==> config.mk <==
export PLATFORM = sky130hd
export DESIGN_NAME = calc_sequencer
export DESIGN_NICKNAME = d
export VERILOG_FILES = /design/src/rtl/calc_seq_pkg.sv /design/src/rtl/calc_prog_ram.sv /design/src/rtl/calc_sequencer.sv
export SDC_FILE = /design/constraint.sdc
export NUM_CORES = 1
export LEC_CHECK = 0
export ABC_AREA = 1
export BUFFER_PORTS_ARGS = -buffer_cell sky130_fd_sc_hd__buf_2
export CAP_MARGIN = 40
export CORE_MARGIN = 4
export CORE_UTILIZATION = 64
export CTS_BUF_LIST = sky130_fd_sc_hd__clkbuf_8
export DETAILED_ROUTE_END_ITERATION = 12
export HOLD_SLACK_MARGIN = 0.15
export PLACE_DENSITY = 0.82
export SLEW_MARGIN = 20
export SYNTH_ARGS = -nofsm -noshare
export SYNTH_HDL_FRONTEND = slang
export SYNTH_HIERARCHICAL = 1
export SYNTH_SLANG_ARGS = --single-unit
==> constraint.sdc <==
create_clock -name Clk -period 2.7 [get_ports Clk]
set_input_delay 0.27 -clock Clk [delete_from_list [all_inputs] [get_ports Clk]]
set_output_delay 0.27 -clock Clk [all_outputs]
set_load 0.05 [all_outputs]
==> src/rtl/calc_seq_pkg.sv <==
// Shared definitions for the calculator micro-sequencer.
// Contents: instruction kind encodings, instruction field bit positions,
// calculator Ctrl opcodes used for carry capture, the FSM state enum and the
// packed instruction layout.
package calc_seq_pkg;

    localparam int unsigned InstrW  = 26;

    // Instruction field bit positions (LSB of each field).
    localparam int unsigned KindLsb = 24;
    localparam int unsigned CtrlLsb = 20;
    localparam int unsigned SelBit  = 19;
    localparam int unsigned WeBit   = 18;
    localparam int unsigned RwLsb   = 15;
    localparam int unsigned RxLsb   = 12;
    localparam int unsigned RyLsb   = 9;
    localparam int unsigned RsvdBit = 8;
    localparam int unsigned ImmLsb  = 0;

    typedef enum logic [1:0] {
        KindExec = 2'b00,
        KindBrz  = 2'b01,
        KindJmp  = 2'b10,
        KindHalt = 2'b11
    } kind_e;

    localparam logic [3:0] CtrlAdd = 4'b0000;
    localparam logic [3:0] CtrlSub = 4'b0001;

    typedef enum logic [1:0] {
        StIdle  = 2'd0,
        StFetch = 2'd1,
        StExec  = 2'd2
    } state_e;

    // Field order matches the bit positions above, MSB first.
    typedef struct packed {
        kind_e       kind;
        logic [3:0]  ctrl;
        logic        sel;
        logic        we;
        logic [2:0]  rw;
        logic [2:0]  rx;
        logic [2:0]  ry;
        logic        rsvd;
        logic [7:0]  imm;
    } instr_t;

    // Only ADD and SUB produce a meaningful carry/borrow.
    function automatic logic is_carry_op(input logic [3:0] ctrl);
        return (ctrl == CtrlAdd) || (ctrl == CtrlSub);
    endfunction

endpackage

==> src/rtl/calc_prog_ram.sv <==
// Program RAM for the sequencer: DEPTH x DW words, one synchronous write port
// and one read port whose output register doubles as the instruction register.
// Ports:
//   i_clk, i_rst_n      clock, synchronous active-low reset (read register only)
//   i_we, i_waddr,      write strobe, address, data
//   i_wdata
//   i_re, i_raddr       read enable and address; data lands in o_rdata next edge
//   o_rdata             registered read data (IR)
module calc_prog_ram #(
    parameter int unsigned DEPTH = 16,
    parameter int unsigned AW    = 4,
    parameter int unsigned DW    = 26
) (
    input  logic          i_clk,
    input  logic          i_rst_n,
    input  logic          i_we,
    input  logic [AW-1:0] i_waddr,
    input  logic [DW-1:0] i_wdata,
    input  logic          i_re,
    input  logic [AW-1:0] i_raddr,
    output logic [DW-1:0] o_rdata
);

    logic [DW-1:0] r_mem [DEPTH];
    logic [DW-1:0] r_rdata;

    // Storage has no reset so programs survive Rst_n.
    always_ff @(posedge i_clk) begin
        if (i_we) begin
            r_mem[i_waddr] <= i_wdata;
        end
    end

    always_ff @(posedge i_clk) begin
        if (!i_rst_n) begin
            r_rdata <= '0;
        end else if (i_re) begin
            r_rdata <= r_mem[i_raddr];
        end
    end

    assign o_rdata = r_rdata;

endmodule

==> src/rtl/calc_sequencer.sv <==
// Micro-sequencer that fetches and executes stored programs on the 8-register
// calculator. Each instruction takes a FETCH and an EXEC cycle; calculator
// controls are driven only during EXEC.
// Ports:
//   Clk, Rst_n                  clock, synchronous active-low reset
//   ProgWe, ProgAddr, ProgData  program load port (ignored while Busy)
//   Start                       begin run at PC=0 (ignored while Busy)
//   Busy, Done, Err             run status; Done pulses, Err holds until Start
//   CarryFlag, Steps            sticky carry and executed-instruction count
//   WEN, RW, RX, RY, DataIn,    calculator controls
//   Sel, Ctrl
//   busY, Carry                 calculator read bus and carry
module calc_sequencer
    import calc_seq_pkg::*;
#(
    parameter int unsigned DEPTH     = 16,
    parameter int unsigned AW        = 4,
    parameter int unsigned MAX_STEPS = 255
) (
    input  logic          Clk,
    input  logic          Rst_n,
    input  logic          ProgWe,
    input  logic [AW-1:0] ProgAddr,
    input  logic [25:0]   ProgData,
    input  logic          Start,
    output logic          Busy,
    output logic          Done,
    output logic          Err,
    output logic          CarryFlag,
    output logic [7:0]    Steps,
    output logic          WEN,
    output logic [2:0]    RW,
    output logic [2:0]    RX,
    output logic [2:0]    RY,
    output logic [7:0]    DataIn,
    output logic          Sel,
    output logic [3:0]    Ctrl,
    input  logic [7:0]    busY,
    input  logic          Carry
);

    state_e              r_state;
    state_e              w_state_next;
    logic [AW-1:0]       r_pc;
    logic [AW-1:0]       w_pc_inc;
    logic [AW-1:0]       w_pc_next;
    logic [7:0]          r_steps;
    logic [7:0]          w_steps_inc;
    logic                r_done;
    logic                r_err;
    logic                r_carry_flag;
    logic [InstrW-1:0]   w_ir_raw;
    instr_t              w_ir;
    logic                w_idle;
    logic                w_fetch;
    logic                w_exec;
    logic                w_prog_we;
    logic                w_halt;
    logic                w_wd_hit;
    logic                w_run_end;
    logic                w_carry_set;
    logic                w_unused_rsvd;

    assign w_idle    = (r_state == StIdle);
    assign w_fetch   = (r_state == StFetch);
    assign w_exec    = (r_state == StExec);
    assign w_prog_we = ProgWe && w_idle;

    calc_prog_ram #(
        .DEPTH (DEPTH),
        .AW    (AW),
        .DW    (InstrW)
    ) u_prog_ram (
        .i_clk   (Clk),
        .i_rst_n (Rst_n),
        .i_we    (w_prog_we),
        .i_waddr (ProgAddr),
        .i_wdata (ProgData),
        .i_re    (w_fetch),
        .i_raddr (r_pc),
        .o_rdata (w_ir_raw)
    );

    assign w_ir          = instr_t'(w_ir_raw);
    assign w_unused_rsvd = w_ir.rsvd;

    assign w_halt      = (w_ir.kind == KindHalt);
    assign w_steps_inc = r_steps + 8'd1;
    // Watchdog trips on the instruction that brings Steps to the limit, unless
    // that instruction is itself the HALT.
    assign w_wd_hit    = (w_steps_inc == MAX_STEPS[7:0]) && !w_halt;
    assign w_run_end   = w_halt || w_wd_hit;
    assign w_carry_set = (w_ir.kind == KindExec) && w_ir.we && is_carry_op(w_ir.ctrl) && Carry;

    // PC wraps naturally in AW bits.
    assign w_pc_inc = r_pc + AW'(1);

    always_comb begin
        w_pc_next = w_pc_inc;
        case (w_ir.kind)
            KindBrz:  w_pc_next = (busY == 8'h00) ? w_ir.imm[AW-1:0] : w_pc_inc;
            KindJmp:  w_pc_next = w_ir.imm[AW-1:0];
            default:  w_pc_next = w_pc_inc;
        endcase
    end

    // FSM state register.
    always_ff @(posedge Clk) begin
        if (!Rst_n) begin
            r_state <= StIdle;
        end else begin
            r_state <= w_state_next;
        end
    end

    // FSM next state.
    always_comb begin
        w_state_next = r_state;
        case (r_state)
            StIdle:  if (Start) w_state_next = StFetch;
            StFetch: w_state_next = StExec;
            StExec:  w_state_next = w_run_end ? StIdle : StFetch;
            default: w_state_next = StIdle;
        endcase
    end

    // Run bookkeeping: PC, step count, status flags.
    always_ff @(posedge Clk) begin
        if (!Rst_n) begin
            r_pc         <= '0;
            r_steps      <= '0;
            r_done       <= 1'b0;
            r_err        <= 1'b0;
            r_carry_flag <= 1'b0;
        end else begin
            r_done <= 1'b0;
            if (w_idle && Start) begin
                r_pc         <= '0;
                r_steps      <= '0;
                r_err        <= 1'b0;
                r_carry_flag <= 1'b0;
            end else if (w_exec) begin
                r_pc    <= w_pc_next;
                r_steps <= w_steps_inc;
                if (w_wd_hit)    r_err        <= 1'b1;
                if (w_run_end)   r_done       <= 1'b1;
                if (w_carry_set) r_carry_flag <= 1'b1;
            end
        end
    end

    // FSM outputs: calculator controls are live only during EXEC.
    always_comb begin
        WEN    = 1'b0;
        RW     = '0;
        RX     = '0;
        RY     = '0;
        DataIn = '0;
        Sel    = 1'b0;
        Ctrl   = '0;
        if (w_exec) begin
            case (w_ir.kind)
                KindExec: begin
                    WEN    = w_ir.we;
                    RW     = w_ir.rw;
                    RX     = w_ir.rx;
                    RY     = w_ir.ry;
                    DataIn = w_ir.imm;
                    Sel    = w_ir.sel;
                    Ctrl   = w_ir.ctrl;
                end
                KindBrz:  RY = w_ir.ry;
                default:  ;
            endcase
        end
    end

    assign Busy      = !w_idle;
    assign Done      = r_done;
    assign Err       = r_err;
    assign CarryFlag = r_carry_flag;
    assign Steps     = r_steps;

endmodule

=== After elaboration in Yosys (flattened, before gate mapping) ===
Memories as Yosys holds them, arrays and structs flattened. A register that Yosys moved wholly into a read port is not among the register bits.
Cells that the tools add are included.

* Bits in writable memories: 416
* Memory bits (read-only): 0
* Bits in latches: 0
* Output and inout bits: 35
* Memories kept: 1
* Input port bits: 43
* Logic and storage cells: 61
* Register bits: 17

{| class="wikitable"
|+ Memories
! memory !! words !! bits a word !! rd ports !! clocked after memory_dff !! write ports !! RTL line !! source
|-
| u_prog_ram.r_mem || 16 || 26 || 1 || 1 || 1 || calc_prog_ram.sv:24 || <nowiki>logic [DW-1:0] r_mem [DEPTH];</nowiki>
|}

* Multiplexer cells: 22
* Bitwise logic cells: 2
* Shift operators: 0
* Magnitude comparators: 0
* Equal/unequal tests: 8
* Add/subtract/negate cells: 2
* $mul: 0
* Div/mod/pow operators: 0
* Reductions and logical operators: 20

{| class="wikitable"
|+ Operators by type and width
! kind !! number
|-
| $mux 3 || 6
|-
| $mux 8 || 2
|-
| $mux 4 || 3
|-
| $add 8x1->8 const B || 1
|-
| $eq 8x8->1 const B || 1
|-
| $logic_not 8->1 || 1
|-
| $mux 1 || 8
|-
| $pmux 4 s2 || 1
|-
| $eq 2x2->1 const B || 3
|-
| $logic_and 1x1->1 || 6
|-
| $pmux 2 s3 || 1
|-
| $add 4x1->4 const B || 1
|-
| $eq 2x1->1 const B || 2
|-
| $eq 4x1->1 const B || 1
|-
| $logic_not 2->1 || 2
|-
| $logic_not 4->1 || 1
|-
| $reduce_and 2->1 || 2
|-
| $reduce_or 2->1 || 2
|-
| $logic_not 1->1 || 3
|-
| $reduce_or 3->1 || 1
|-
| $logic_or 1x1->1 || 2
|-
| $mux 2 || 1
|-
| $ne 2x2->1 const B || 1
|-
| $not 1->1 || 2
|}

=== Depth between registers and ports, before layout ===
* Depth after elaboration: 6
* Depth in mapped cells: 11
* Depth with buffers taken out: 10

=== By module ===
Netlist, hierarchy kept.

{| class="wikitable"
|+ By module, submodules not included
! module !! times used !! area each (µm²) !! cells an instance !! sequential area each (µm²)
|-
| calc_prog_ram || 1 || 17608.1 || 1528 || 13012.5
|-
| calc_sequencer || 1 || 1262.5 || 219 || 340.3
|}

=== Worst setup path after synthesis ===
Ideal clock, no wire load.

* Kind: reg2reg
* From: register r_state[1]
* To: memory u_prog_ram.r_mem[12][0] (enable)
* Clock period less this slack: 2.704 ns
* Slack: -0.004 ns
* Data required time: 2.291 ns
* Stages on the path, launching flop included: 6
* Library setup time: 0.409 ns
* Arrival: 2.295 ns
* Path through: dfxtp_1 nor2_1 inv_1 nor2_1 nand3_1 nor2_1

* Longest elaborated chain between the ends: 4

{| class="wikitable"
|+ RTL lines
! element !! RTL line !! source
|-
| start: declaration || calc_sequencer.sv:42 || <nowiki>state_e r_state;</nowiki>
|-
| start signal: assignment || calc_sequencer.sv:110 || <nowiki>r_state <= StIdle;</nowiki>
|-
| start signal: assignment || calc_sequencer.sv:112 || <nowiki>r_state <= w_state_next;</nowiki>
|-
| $logic_not 2->1 || calc_sequencer.sv:64 || <nowiki>assign w_idle = (r_state == StIdle);</nowiki>
|-
| $logic_and 1x1->1 || calc_sequencer.sv:67 || <nowiki>assign w_prog_we = ProgWe && w_idle;</nowiki>
|-
| via w_prog_we || calc_sequencer.sv:57 || <nowiki>logic w_prog_we;</nowiki>
|-
| $mux 1 || calc_prog_ram.sv:29 || <nowiki>if (i_we) begin</nowiki>
|-
| $mux 1 (not written as such) || calc_prog_ram.sv:30 || <nowiki>r_mem[i_waddr] <= i_wdata;</nowiki>
|-
| end: declaration || calc_prog_ram.sv:24 ||
|}

The timed path passes the listed nets, and every way through them passes these cells.

=== Worst setup path in the final report ===
* From: register u_prog_ram.r_rdata[25], in the netlist u_prog_ram/o_rdata[25], read port of u_prog_ram.r_mem
* To: output port WEN

* Longest elaborated chain between the ends: 3

{| class="wikitable"
|+ RTL lines
! element !! RTL line !! source
|-
| start: declaration || calc_prog_ram.sv:25 || <nowiki>logic [DW-1:0] r_rdata;</nowiki>
|-
| $logic_not 2->1 || calc_sequencer.sv:162 || <nowiki>case (w_ir.kind)</nowiki>
|-
| $mux 1 || calc_sequencer.sv:162 ||
|-
| $mux 1 || calc_sequencer.sv:161 || <nowiki>if (w_exec) begin</nowiki>
|-
| end: declaration || calc_sequencer.sv:31 || <nowiki>output logic WEN,</nowiki>
|}

Every way passes these cells.

==> impl_metrics.tcl <==
set metrics [dict create \
    run_status "completed" \
    r2r-start "r_state[1]" \
    routed_wl_um 43830 \
    rsz0062_at_grt "no" \
    firstDrtPassIters 7 \
    yosys_warnings 6 \
    netlist_area_um2 18210 \
    ctsResizeCount 0 \
    power_density_nw_per_um2 661.1 \
    nNetsFinal 1867 \
    criticalPathCategory "flip-flop to output pin" \
    fmaxAchievable_mhz 396.1 \
    clkSinkCount 442 \
    clk_pin_slew_ps 60 \
    numCtsBuffers 70 \
    irDropWorstVdd_uv 637.0 \
    fp.dieArea_um2 31220 \
    crit_chain "inv_1 -> ha_1 -> nand2_1 -> nor2_2 -> buf_2" \
    finalHoldViolations 0 \
    reg2reg_depth 7 \
    core_um2 27930 \
    syn_inst 1693 \
    crit_cells 5 \
    drc_errors 0 \
    viasPerCell 5.810 \
    slew_violations 0 \
    wl_per_cell_um 19.47 \
    path_max_fanout 21 \
    grtUsageMet2 0.4477 \
    fin_crit_sh 0.9352 \
    tightest_slew_ps 775.4 \
    drive_above_1_share 0.1265 \
    syn_to_final_growth_pct 14.43 \
    period_needed_ps 2525 \
    grtUsageMet1 0.3882 \
    worstPathRequired_ps 2430 \
    vias 13080 \
    dpl.hpwl_um 24770 \
    antenna_found_initial 3 \
    clock-root-buffer "clkbuf_8" \
    worstSetupEndpointType "output pin" \
    fin_worst_skew_ps 20.20 \
    final_antenna_net_count 0 \
    htreeDepth 3 \
    ios 78 \
    met3_usage 0.05148 \
    hp-class "primary input to flip-flop" \
    insertion_delay_ps 580 \
    clockBufferDepth 3 \
    grt_max_degree 156 \
    leakage_nw 8.029 \
    grt_pass1_wl_um 67930 \
    grt_usage 0.2807 \
    reg2reg_to "u_prog_ram/r_mem[2][2]" \
    place_congestion 0.8420 \
    die_y_um 176.7 \
    drtIter0Drc 1667 \
    startpoint_type "flip-flop" \
    cap_violations 0 \
    crit_arrival_ps 2250 \
    crit_path_start "u_prog_ram/o_rdata[25]" \
    slew_headroom 0.4831 \
    setup_viol 0 \
    cts_tree "done" \
    crit_end "WEN" \
    portBuffers 76 \
    cp_num_buf_inv 2 \
    rows 61 \
    diodes 0 \
    rrSetupSlack_ps 540 \
    max_stage_delay_ps 640 \
    synth.net_count 1743 \
    grt_pass1_vias 12670 \
    setup_tns_ps 0 \
    postSynthAreaPerCell_um2 10.76 \
    setup_ws_ps 175.1 \
    critPathTopFamily "adder cells" \
    grt_busiest_layer "met2" \
    start_util 0.6521 \
    preCtsSetupSlack_ps 603.8 \
    die_w_um 176.7 \
    gr-total-overflow 0 \
    slowest_stage "ha_1" \
]
==> timing repair <==
item                                   in CTS  in global routing
endpoints found under the hold margin     409                  0
buffers inserted                            0                  0
hold buffers                               30                  0
==> how the worst min path moves through the flow <==
stage,to,depth (start not counted),from
CTS,r_pc[1],8,busY[2]
finish,r_pc[1],8,busY[4]
global route,r_pc[1],8,busY[2]
global placement,Err,2,Err
detailed placement,Err,2,Err
floorplan,u_prog_ram/r_mem[0][0],0,ProgData[0]
==> through the flow <==
| stage | instances | utilization | power, W | hold WS (ps) | instance area [um2] |
|---|---|---|---|---|---|
| after floorplan | 1693 | - | 0.008279 | 368.9 | 18220 |
| after global placement | 2092 | 0.6886 | 0.008596 | 444.8 | 19240 |
| after detailed placement | 2092 | 0.6886 | 0.008625 | 457.7 | 19240 |
| after CTS | 2250 | 0.7456 | 0.01382 | 288.9 | 20830 |
| after global routing | 2251 | 0.7462 | 0.01428 | 363.0 | 20840 |
| final | 2251 | 0.7462 | 0.01378 | 295.6 | 20840 |
==> registers in the layout (all words and copies together), names as in the netlist <==
register            flops
Done                    1
Steps                   8
u_prog_ram/r_mem      400
Err                     1
r_state                 2
CarryFlag               1
u_prog_ram/o_rdata     25
r_pc                    4
==> layer usage <==
layer  up-vias  share of wire  wire, um
met3       101           0.11      4814
met4         6          0.029      1277
met1      6127           0.38     16530
met5         -        0.00064        28
li1       6017              -         -
met2       827           0.48     21170
==> where the power goes <==
group / total, W / leakage, nW / switching, W / internal [W]
sequential: 0.00762 / 3.95 / 0.0000517 / 0.00757
combinational: 0.000919 / 3.33 / 0.000658 / 0.000261
clock: 0.00524 / 0.748 / 0.00251 / 0.00273
==> worst register-to-register path, stage by stage, from the launching register on <==
cell	delay [ps]
dfxtp_1	360
nor2_1	240
inv_1	80
nor2_1	150
buf_4	190
nand2_1	240
nor2_4	340
buf_12	260
==> layout make-up <==
class / instances / area (um2)
Sequential cell: 442 / 12860
Fill cell: 1837 / 7091
Multi-Input combinational cell: 1088 / 4787
Timing Repair Buffer: 150 / 1181
Clock buffer: 74 / 1018
Tap cell: 378 / 473.0
Clock inverter: 54 / 274.0
Inverter: 65 / 249.0
==> layout by cell type (no fill, tap or decap), drive strengths merged, types with 10 or more instances in the layout <==
master	n
nor2	115
clkbuf	74
nand3	341
buf	120
dlygate4sd3	30
nand2	595
edfxtp	400
dfxtp	42
o21ai	11
clkinv	27
inv	88
a21oi	10
Note: power is estimated with default switching activity, not from simulation.
